**config.mk**
```make
export PLATFORM = sky130hd
export DESIGN_NAME = letc_core_stage_memory2_flat
export DESIGN_NICKNAME = d
export VERILOG_FILES = /design/src/rtl/letc_core_pkg.sv /design/src/rtl/letc_core_stage_memory2_if.sv /design/src/rtl/letc_core_stage_memory2.sv /design/src/flat_wrapper.sv
export SDC_FILE = /design/constraint.sdc
export NUM_CORES = 1
export LEC_CHECK = 0
export ABC_AREA = 1
export BUFFER_PORTS_ARGS = -buffer_cell sky130_fd_sc_hd__buf_2
export CORE_MARGIN = 2
export CORE_UTILIZATION = 55
export CTS_CLUSTER_SIZE = 16
export DETAILED_ROUTE_END_ITERATION = 12
export PLACE_DENSITY_LB_ADDON = 0.3
export SETUP_SLACK_MARGIN = 0.02
export SYNTH_ARGS = -nofsm -noshare
export SYNTH_HDL_FRONTEND = slang
export SYNTH_SLANG_ARGS = --single-unit
```
**constraint.sdc**
```tcl
create_clock -name clk -period 6.8 [get_ports clk]
set_clock_uncertainty 0.2 [all_clocks]
set_input_delay 1.02 -clock clk [delete_from_list [all_inputs] [get_ports clk]]
set_output_delay 1.02 -clock clk [all_outputs]
set_load 0.02 [all_outputs]
```
**src/rtl/letc_core_pkg.sv**
```systemverilog
// Shared types for the LETC core pipeline stages (XLEN = 32).
package letc_core_pkg;

  typedef enum logic [1:0] {
    MEM_OP_NONE,
    MEM_OP_LOAD,
    MEM_OP_STORE,
    MEM_OP_AMO
  } mem_op_e;

  typedef enum logic [1:0] {
    SIZE_BYTE,
    SIZE_HALF,
    SIZE_WORD
  } mem_size_e;

  typedef enum logic [3:0] {
    AMO_SWAP,
    AMO_ADD,
    AMO_XOR,
    AMO_AND,
    AMO_OR,
    AMO_MIN,
    AMO_MAX,
    AMO_MINU,
    AMO_MAXU
  } amo_op_e;

  typedef enum logic [1:0] {
    RD_SRC_ALU,
    RD_SRC_CSR,
    RD_SRC_MEM
  } rd_src_e;

  typedef struct packed {
    logic [31:0] pc;
    rd_src_e     rd_src;
    logic [4:0]  rd_idx;
    logic        rd_we;
    logic        csr_expl_wen;
    logic [11:0] csr_idx;
    logic [31:0] csr_old_val;
    logic [31:0] csr_new_val;
    logic [31:0] alu_result;
    mem_op_e     mem_op;
    logic        mem_signed;
    mem_size_e   mem_size;
    amo_op_e     amo_alu_op;
    logic [31:0] rs2_val;
  } m1_to_m2_s;

  typedef struct packed {
    logic [31:0] pc;
    logic [4:0]  rd_idx;
    logic        rd_we;
    logic [31:0] rd_val;
    logic        csr_expl_wen;
    logic [11:0] csr_idx;
    logic [31:0] csr_new_val;
  } m2_to_w_s;

endpackage

```
**src/rtl/letc_core_stage_memory2_if.sv**
```systemverilog
// Forwarding-network link: a stage publishes its pending rd write and value.
interface letc_core_forwarder_if;
  logic        rd_we;
  logic [4:0]  rd_idx;
  logic [31:0] fwd_val;
  logic        fwd_val_avail;

  modport stage (output rd_we, rd_idx, fwd_val, fwd_val_avail);
  modport slave (input  rd_we, rd_idx, fwd_val, fwd_val_avail);
endinterface

```
**src/rtl/letc_core_stage_memory2.sv**
```systemverilog
// LETC Memory 2 stage: load response collection, store/AMO issue, load
// alignment and rd selection for Writeback and forwarding.
//
// state     | meaning
// ----------+-------------------------------------------------------------
// IDLE      | ready for / evaluating the instruction in the input register
// LOAD_WAIT | load or AMO waiting for its DMSS response
// STORE_REQ | store request held until DMSS accepts it
// AMO_STORE | AMO write-back of op(old, rs2) pending acceptance
// DRAIN     | flushed load: swallow its response, then go IDLE
module letc_core_stage_memory2
  import letc_core_pkg::*;
(
  input  logic                        clk,
  input  logic                        rst_n,
  output logic                        m2_ready,
  input  logic                        m2_flush,
  input  logic                        m2_stall,
  input  logic                        m1_to_m2_valid,
  input  m1_to_m2_s                   m1_to_m2,
  output logic                        m2_to_w_valid,
  output m2_to_w_s                    m2_to_w,
  input  logic                        dmss_load_rsp_valid,
  input  logic [31:0]                 dmss_load_rsp_data,
  output logic                        dmss_store_req_valid,
  input  logic                        dmss_store_ready,
  output logic [31:0]                 dmss_store_addr,
  output logic [31:0]                 dmss_store_data,
  output logic [3:0]                  dmss_store_be,
  letc_core_forwarder_if.stage        m2_forwarder
);

  typedef enum logic [2:0] {IDLE, LOAD_WAIT, STORE_REQ, AMO_STORE, DRAIN} state_e;

  state_e      state, state_d;
  logic        ff_in_valid;
  m1_to_m2_s   ff_in;
  logic        rsp_buf_valid;
  logic [31:0] rsp_buf_data;
  logic [31:0] amo_old, amo_new;

  logic        have_data, is_mem_rd;
  logic        done, drop, retire, in_take;
  logic        rsp_consume, store_req, amo_capture;
  logic [31:0] mem_word, ld_word, ld_val, amo_result, rd_val;
  logic [7:0]  ld_byte;
  logic [15:0] ld_half;

  assign m2_ready  = (state == IDLE);
  assign have_data = rsp_buf_valid || dmss_load_rsp_valid;
  assign is_mem_rd = (ff_in.mem_op == MEM_OP_LOAD) || (ff_in.mem_op == MEM_OP_AMO);
  assign mem_word  = rsp_buf_valid ? rsp_buf_data : dmss_load_rsp_data;
  assign retire    = done || drop;
  // Only refill when the held instruction is gone, so a multi-cycle op is never overwritten.
  assign in_take   = !m2_stall && m2_ready && (!ff_in_valid || retire);

  // FSM state register
  always_ff @(posedge clk or negedge rst_n) begin
    if (!rst_n) state <= IDLE;
    else        state <= state_d;
  end

  // Input valid and response-buffer valid flags
  always_ff @(posedge clk or negedge rst_n) begin
    if (!rst_n) begin
      ff_in_valid   <= 1'b0;
      rsp_buf_valid <= 1'b0;
    end else begin
      if (in_take)     ff_in_valid <= m1_to_m2_valid;
      else if (retire) ff_in_valid <= 1'b0;
      if (rsp_consume)              rsp_buf_valid <= 1'b0;
      else if (dmss_load_rsp_valid) rsp_buf_valid <= 1'b1;
    end
  end

  // Datapath registers (no reset needed; qualified by the valid flags)
  always_ff @(posedge clk) begin
    if (in_take) ff_in <= m1_to_m2;
    if (dmss_load_rsp_valid && !rsp_consume) rsp_buf_data <= dmss_load_rsp_data;
    if (amo_capture) begin
      amo_old <= mem_word;
      amo_new <= amo_result;
    end
  end

  // Next-state and handshake decode; a stall freezes all progress except response buffering
  always_comb begin
    state_d     = state;
    done        = 1'b0;
    drop        = 1'b0;
    rsp_consume = 1'b0;
    store_req   = 1'b0;
    amo_capture = 1'b0;
    unique case (state)
      IDLE: begin
        if (ff_in_valid) begin
          if (m2_flush) begin
            drop        = 1'b1;
            rsp_consume = is_mem_rd && have_data;
          end else if (!m2_stall) begin
            unique case (ff_in.mem_op)
              MEM_OP_LOAD: begin
                if (have_data) begin
                  done        = 1'b1;
                  rsp_consume = 1'b1;
                end else state_d = LOAD_WAIT;
              end
              MEM_OP_STORE: begin
                store_req = 1'b1;
                if (dmss_store_ready) done = 1'b1;
                else                  state_d = STORE_REQ;
              end
              MEM_OP_AMO: begin
                if (have_data) begin
                  rsp_consume = 1'b1;
                  amo_capture = 1'b1;
                  state_d     = AMO_STORE;
                end else state_d = LOAD_WAIT;
              end
              default: done = 1'b1;
            endcase
          end
        end
      end
      LOAD_WAIT: begin
        if (m2_flush) begin
          drop = 1'b1;
          if (have_data) begin
            rsp_consume = 1'b1;
            state_d     = IDLE;
          end else state_d = DRAIN;
        end else if (!m2_stall && have_data) begin
          rsp_consume = 1'b1;
          if (ff_in.mem_op == MEM_OP_AMO) begin
            amo_capture = 1'b1;
            state_d     = AMO_STORE;
          end else begin
            done    = 1'b1;
            state_d = IDLE;
          end
        end
      end
      STORE_REQ, AMO_STORE: begin
        if (m2_flush) begin
          drop    = 1'b1;
          state_d = IDLE;
        end else if (!m2_stall) begin
          store_req = 1'b1;
          if (dmss_store_ready) begin
            done    = 1'b1;
            state_d = IDLE;
          end
        end
      end
      DRAIN: begin
        if (have_data) begin
          rsp_consume = 1'b1;
          state_d     = IDLE;
        end
      end
      default: state_d = IDLE;
    endcase
  end

  // AMO arithmetic on the freshly returned memory word
  always_comb begin
    amo_result = ff_in.rs2_val;
    unique case (ff_in.amo_alu_op)
      AMO_SWAP: amo_result = ff_in.rs2_val;
      AMO_ADD:  amo_result = mem_word + ff_in.rs2_val;
      AMO_XOR:  amo_result = mem_word ^ ff_in.rs2_val;
      AMO_AND:  amo_result = mem_word & ff_in.rs2_val;
      AMO_OR:   amo_result = mem_word | ff_in.rs2_val;
      AMO_MIN:  amo_result = ($signed(mem_word) < $signed(ff_in.rs2_val)) ? mem_word : ff_in.rs2_val;
      AMO_MAX:  amo_result = ($signed(mem_word) > $signed(ff_in.rs2_val)) ? mem_word : ff_in.rs2_val;
      AMO_MINU: amo_result = (mem_word < ff_in.rs2_val) ? mem_word : ff_in.rs2_val;
      AMO_MAXU: amo_result = (mem_word > ff_in.rs2_val) ? mem_word : ff_in.rs2_val;
      default:  amo_result = ff_in.rs2_val;
    endcase
  end

  // Load lane selection, extension and rd source mux
  always_comb begin
    ld_word = (state == AMO_STORE) ? amo_old : mem_word;
    unique case (ff_in.alu_result[1:0])
      2'd0:    ld_byte = ld_word[7:0];
      2'd1:    ld_byte = ld_word[15:8];
      2'd2:    ld_byte = ld_word[23:16];
      default: ld_byte = ld_word[31:24];
    endcase
    ld_half = ff_in.alu_result[1] ? ld_word[31:16] : ld_word[15:0];
    unique case (ff_in.mem_size)
      SIZE_BYTE: ld_val = {{24{ff_in.mem_signed & ld_byte[7]}}, ld_byte};
      SIZE_HALF: ld_val = {{16{ff_in.mem_signed & ld_half[15]}}, ld_half};
      default:   ld_val = ld_word;
    endcase
    unique case (ff_in.rd_src)
      RD_SRC_CSR: rd_val = ff_in.csr_old_val;
      RD_SRC_MEM: rd_val = ld_val;
      default:    rd_val = ff_in.alu_result;
    endcase
  end

  // Store lane encoding; AMO write-back is always a full word
  always_comb begin
    dmss_store_be   = 4'hF;
    dmss_store_data = ff_in.rs2_val;
    if (state == AMO_STORE) begin
      dmss_store_data = amo_new;
    end else begin
      unique case (ff_in.mem_size)
        SIZE_BYTE: begin
          dmss_store_be   = 4'b0001 << ff_in.alu_result[1:0];
          dmss_store_data = {4{ff_in.rs2_val[7:0]}};
        end
        SIZE_HALF: begin
          dmss_store_be   = 4'b0011 << {ff_in.alu_result[1], 1'b0};
          dmss_store_data = {2{ff_in.rs2_val[15:0]}};
        end
        default: ;
      endcase
    end
  end

  assign dmss_store_req_valid = store_req;
  assign dmss_store_addr      = {ff_in.alu_result[31:2], 2'b00};

  assign m2_to_w_valid        = done;
  assign m2_to_w.pc           = ff_in.pc;
  assign m2_to_w.rd_idx       = ff_in.rd_idx;
  assign m2_to_w.rd_we        = ff_in.rd_we;
  assign m2_to_w.rd_val       = rd_val;
  assign m2_to_w.csr_expl_wen = ff_in.csr_expl_wen;
  assign m2_to_w.csr_idx      = ff_in.csr_idx;
  assign m2_to_w.csr_new_val  = ff_in.csr_new_val;

  assign m2_forwarder.rd_we         = ff_in_valid && ff_in.rd_we;
  assign m2_forwarder.rd_idx        = ff_in.rd_idx;
  assign m2_forwarder.fwd_val       = rd_val;
  assign m2_forwarder.fwd_val_avail = (ff_in.rd_src != RD_SRC_MEM) || (state == AMO_STORE) || have_data;

endmodule

```
**src/flat_wrapper.sv**
```systemverilog
// flat-port wrapper written by rule: the top's interface ports become plain ports
module letc_core_stage_memory2_flat import letc_core_pkg::*;
  (clk, rst_n, m2_ready, m2_flush, m2_stall, m1_to_m2_valid, m1_to_m2, m2_to_w_valid, m2_to_w, dmss_load_rsp_valid, dmss_load_rsp_data, dmss_store_req_valid, dmss_store_ready, dmss_store_addr, dmss_store_data, dmss_store_be, m2_forwarder_rd_we, m2_forwarder_rd_idx, m2_forwarder_fwd_val, m2_forwarder_fwd_val_avail);
  letc_core_forwarder_if m2_forwarder_i ();
  input  logic clk;
  input  logic rst_n;
  output logic m2_ready;
  input  logic m2_flush;
  input  logic m2_stall;
  input  logic m1_to_m2_valid;
  input  m1_to_m2_s m1_to_m2;
  output logic m2_to_w_valid;
  output m2_to_w_s m2_to_w;
  input  logic dmss_load_rsp_valid;
  input  logic [31:0] dmss_load_rsp_data;
  output logic dmss_store_req_valid;
  input  logic dmss_store_ready;
  output logic [31:0] dmss_store_addr;
  output logic [31:0] dmss_store_data;
  output logic [3:0] dmss_store_be;
  output wire logic [$bits(m2_forwarder_i.rd_we)-1:0] m2_forwarder_rd_we;
  output wire logic [$bits(m2_forwarder_i.rd_idx)-1:0] m2_forwarder_rd_idx;
  output wire logic [$bits(m2_forwarder_i.fwd_val)-1:0] m2_forwarder_fwd_val;
  output wire logic [$bits(m2_forwarder_i.fwd_val_avail)-1:0] m2_forwarder_fwd_val_avail;
  assign m2_forwarder_rd_we = m2_forwarder_i.rd_we;
  assign m2_forwarder_rd_idx = m2_forwarder_i.rd_idx;
  assign m2_forwarder_fwd_val = m2_forwarder_i.fwd_val;
  assign m2_forwarder_fwd_val_avail = m2_forwarder_i.fwd_val_avail;
  letc_core_stage_memory2 u_core (.clk(clk), .rst_n(rst_n), .m2_ready(m2_ready), .m2_flush(m2_flush), .m2_stall(m2_stall), .m1_to_m2_valid(m1_to_m2_valid), .m1_to_m2(m1_to_m2), .m2_to_w_valid(m2_to_w_valid), .m2_to_w(m2_to_w), .dmss_load_rsp_valid(dmss_load_rsp_valid), .dmss_load_rsp_data(dmss_load_rsp_data), .dmss_store_req_valid(dmss_store_req_valid), .dmss_store_ready(dmss_store_ready), .dmss_store_addr(dmss_store_addr), .dmss_store_data(dmss_store_data), .dmss_store_be(dmss_store_be), .m2_forwarder(m2_forwarder_i));
endmodule
```
==> impl_results.md <==
* Mapped Cells at 2235
* Initial Utilization at 55.9%
* R2R Path End: u_core.amo_new[1]
* Async S/R FF share, synth at 1.72%
* Inst Count DP at 2929
* Slew HR at 24.2%
* Worst slew pin tran at 1.14 ns
* Seq pwr share at 26.5%
* Area of the multi-input gates at 7790 um2
* Final #Nets at 2842
* Static Leak at 0.00956 uW
* Clock root buffer master: clkbuf_16
* Peak VDD IR at 631 uV
* Max-slew violations at 0
* Routed wl met3 at 8.75 mm
* Stages on worst setup path at 11
* Internal Power at 4940 uW
* Worst-skew pair later-pin latency at 0.59 ns
* First-pass DRT Iterations at 6
* Vias in the first global route at 16400
* Detail Route Antenna Nets at 0
* GPL Wtd Cong at 1.03
* PD cells at 480 nW/um2
* Layout cells sized above 1 at 23.5%
* Vias at 17700
* Largest net degree at the start of global routing at 149
* WP buf/inv at 2
* Worst Setup EP: m2_forwarder_fwd_val[19]
* Post-synth top flop: edfxtp_1
* Layout area overhead at 13.5%
* Critical path class: reg -> out
* Register area at 8710 um2
* Status: finished clean
* Worst-path clk slew at 0.06 ns
* RSZ-0062 raised after global routing: no
* Post-CTS setup buffers at 0
* Finished Layout Cells at 2986
* GRT overflow at 0
* Final-report setup violation count at 0
* DR vias/cell at 5.93
* Io pins at 454
* Crit path cell chain: clkinv_2 > or2_2 > o21ai_0 > o21ai_0 > nand2_1 > nand3_2 > nand4_4 > a21oi_2 > nand3_1 > a21oi_1 > buf_2
* Capturing element type of the critical path: primary output
* Total Wirelength at 74.1 mm
* Final WS setup at 0.958 ns
* Metal2 WL at 33.0 mm
* FF-to-FF setup slack at 1.48 ns
* Worst r2r path cells at 21
* DR iter-0 viols at 2443
* Max layer used: met5
* Worst Setup SP: u_core.rsp_buf_valid
* CP max stage cell: o21ai_0
* Core area at 33600 um2
* Place WS at 1.58 ns
* H-tree Lvls at 1
* CP arrival at 4.62 ns
* Number of max-cap violations at 0
* Met1 WL at 27.8 mm
* Die width at 189 um
* Final period util at 85.9%
* # rows at 67
* DRC Markers at 0
* Combinational cell fraction of total power at 57.1%
* Clk network pwr share at 16.3%
* Reg2reg start: u_core.rsp_buf_valid
* Worst hold path type: in -> async
* Critical path's most frequent cell: o21ai_0
* Critical Path RT at 5.58 ns
* Post-CTS Hold Buffers at 0
* Die area at 35700 um2
* CTS sink cnt at 291
* Buffers on Ports at 451
* Mean Syn Cell Area at 8.41 um2
* Fillers at 2875
* Post-CTS Resized at 0
* WL per Instance at 24.8 um
* Delay-heaviest family, CP: compound AO/OA/AOI/OAI gates
* Setup Total Neg Slack at 0 ns
* Post-DP HPWL at 56.6 mm
* Worst hold slack at 0.0709 ns
* Sequential-to-total area share from yosys stat at 46.4%
* Total CTS buffers at 31
* Clock buffer depth at 3
* Post-synthesis cell type count at 51
* GRT Overall Usage at 40.5%
* Die H at 189 um
* Initial antenna violation count at 2
* Critical Path Fanout Max at 31
* Finished Core Util at 63.5%
* Tmin final at 5.84 ns
* First-pass GRT wire length at 106 mm
* Seq cells post-synth at 291
* Syn Std Cell Area at 18800 um2
* Yosys warns at 0
* Highest clock rate at 171 MHz
* Hold Fails Final Rpt at 0
* Sw Share at 51.8%
* Post-synth EDFFs at 286
* CTS tree: built
* Startpoint Class: register
* Worst path max stage delay at 0.66 ns
* Sw Pwr at 5310 uW
## worst min path at each step
stage,slack (ns),depth (start not counted),start,end
2_1_floorplan,0.36,2,u_core.state[0],u_core.state[0]
3_5_place_dp,0.39,2,u_core.state[0],u_core.state[0]
4_1_cts,0.06,1,rst_n,u_core.state[0]
5_1_grt,0.06,1,rst_n,u_core.state[0]
6_report,0.07,1,rst_n,u_core.ff_in_valid
3_3_place_gp,0.38,2,u_core.state[0],u_core.state[0]
## metrics by stage
| stage | total power, uW | cell area [um2] |
|---|---|---|
| final | 10200 | 21300 |
| after global routing | 10700 | 21300 |
| after CTS | 10100 | 21300 |
| after global placement | 8350 | 20300 |
| after floorplan | 6640 | 18800 |
| after detailed placement | 8400 | 20300 |
## per-layer routing
layer / track usage, % / vias up
li1: - / 7996
met1: 52.8 / 8223
met2: 62.6 / 1263
met3: 10.3 / 235
met4: 20.9 / 4
met5: 0 / -
## worst reg2reg max path: cells and delay by family, from the launching register on
| kind | cells | cell delay [ns] |
|---|---|---|
| and+or+nand+nor | 12 | 2.02 |
| buffers and inverters | 4 | 1.11 |
| DFF | 1 | 0.52 |
| AOI/OAI and AO/OA | 4 | 0.95 |
| adders and majority gates | 1 | 0.28 |
## cell families (layout without fill, tap and decap cells)
| group | Yosys count | after routing | synth area share (%) |
|---|---|---|---|
| compound gates | 449 | 449 | 13.1 |
| flops | 291 | 291 | 46.4 |
| simple gates | 954 | 954 | 21.6 |
| other cells | 1 | 3 | 0.0200 |
| buf+inv | 440 | 741 | 12.3 |
| fa+ha+maj | 99 | 99 | 6.63 |
| xor+xnor | 1 | 1 | 0.0466 |
## power groups by stage
stage	combinational [uW]	clock, uW	sequential, uW
finish	5850	1670	2720
detailed placement	5670	0	2730
CTS	5690	1680	2700
global placement	5630	0	2730
floorplan	3980	0	2670
global route	6240	1740	2740
## state kept, by name (all words and copies together) (netlist names)
signal                      flops
u_core.m2_to_w                 78
u_core.ff_in                   77
u_core.amo_new                 32
u_core.amo_old                 32
u_core.rsp_buf_data            32
u_core.dmss_store_addr         30
u_core.m2_forwarder.rd_idx      5
u_core.state                    3
u_core.ff_in_valid              1
u_core.rsp_buf_valid            1
## Yosys cell counts, drive strengths merged (5+ instances only)
cell	instances	share of area, %
nor3	12	0.35
inv	198	4.0
dfrtp	5	0.67
o21a	6	0.24
nand4	28	1.0
a21oi	190	5.1
ha	98	6.5
nor2	244	4.9
o22ai	20	0.67
buf	184	7.1
or2	29	0.97
clkbuf	56	1.1
nand2	474	9.6
o211ai	19	0.76
a211oi	8	0.32
a31oi	12	0.40
o21ai	169	4.5
nand3	158	4.4
edfxtp	286	46
## area by class of cell
cell class	count	area share, %
sequential	291	40.8
multi-input combinational	1505	36.5
timing repair buffer	485	11.8
clock buffer	39	3.82
inverter	200	3.56
tap	448	2.63
clock inverter	17	0.774
antenna	1	0.0117
## layout by cell type (no fill, tap or decap), types with 3 or more instances in the layout
cell type / synthesis / routed
clkinv_2: 1 / 6
nand3_1: 153 / 153
nand3b_1: 4 / 4
a221oi_1: 4 / 4
edfxtp_1: 286 / 286
a22oi_1: 4 / 4
o22ai_1: 20 / 20
inv_2: 8 / 8
buf_2: 20 / 451
nand4_1: 27 / 27
or2_2: 29 / 29
buf_4: 155 / 33
clkinvlp_4: 0 / 6
clkbuf_1: 54 / 7
o21bai_1: 4 / 4
o211ai_1: 19 / 19
nor2_2: 1 / 3
inv_1: 190 / 189
a21oi_2: 3 / 3
nor4_1: 3 / 3
a21o_1: 4 / 4
a211oi_1: 8 / 8
ha_1: 98 / 98
o221ai_1: 4 / 4
nor2_1: 243 / 241
dfrtp_1: 5 / 5
o21a_1: 6 / 6
nand2_2: 7 / 7
o21ai_0: 158 / 158
a21oi_1: 187 / 186
nand2_1: 465 / 465
o21ai_1: 11 / 11
a31oi_1: 12 / 12
nor3_1: 11 / 11
clkbuf_16: 0 / 31
nand3_2: 4 / 4
Note: power is estimated with default switching activity, not from simulation.
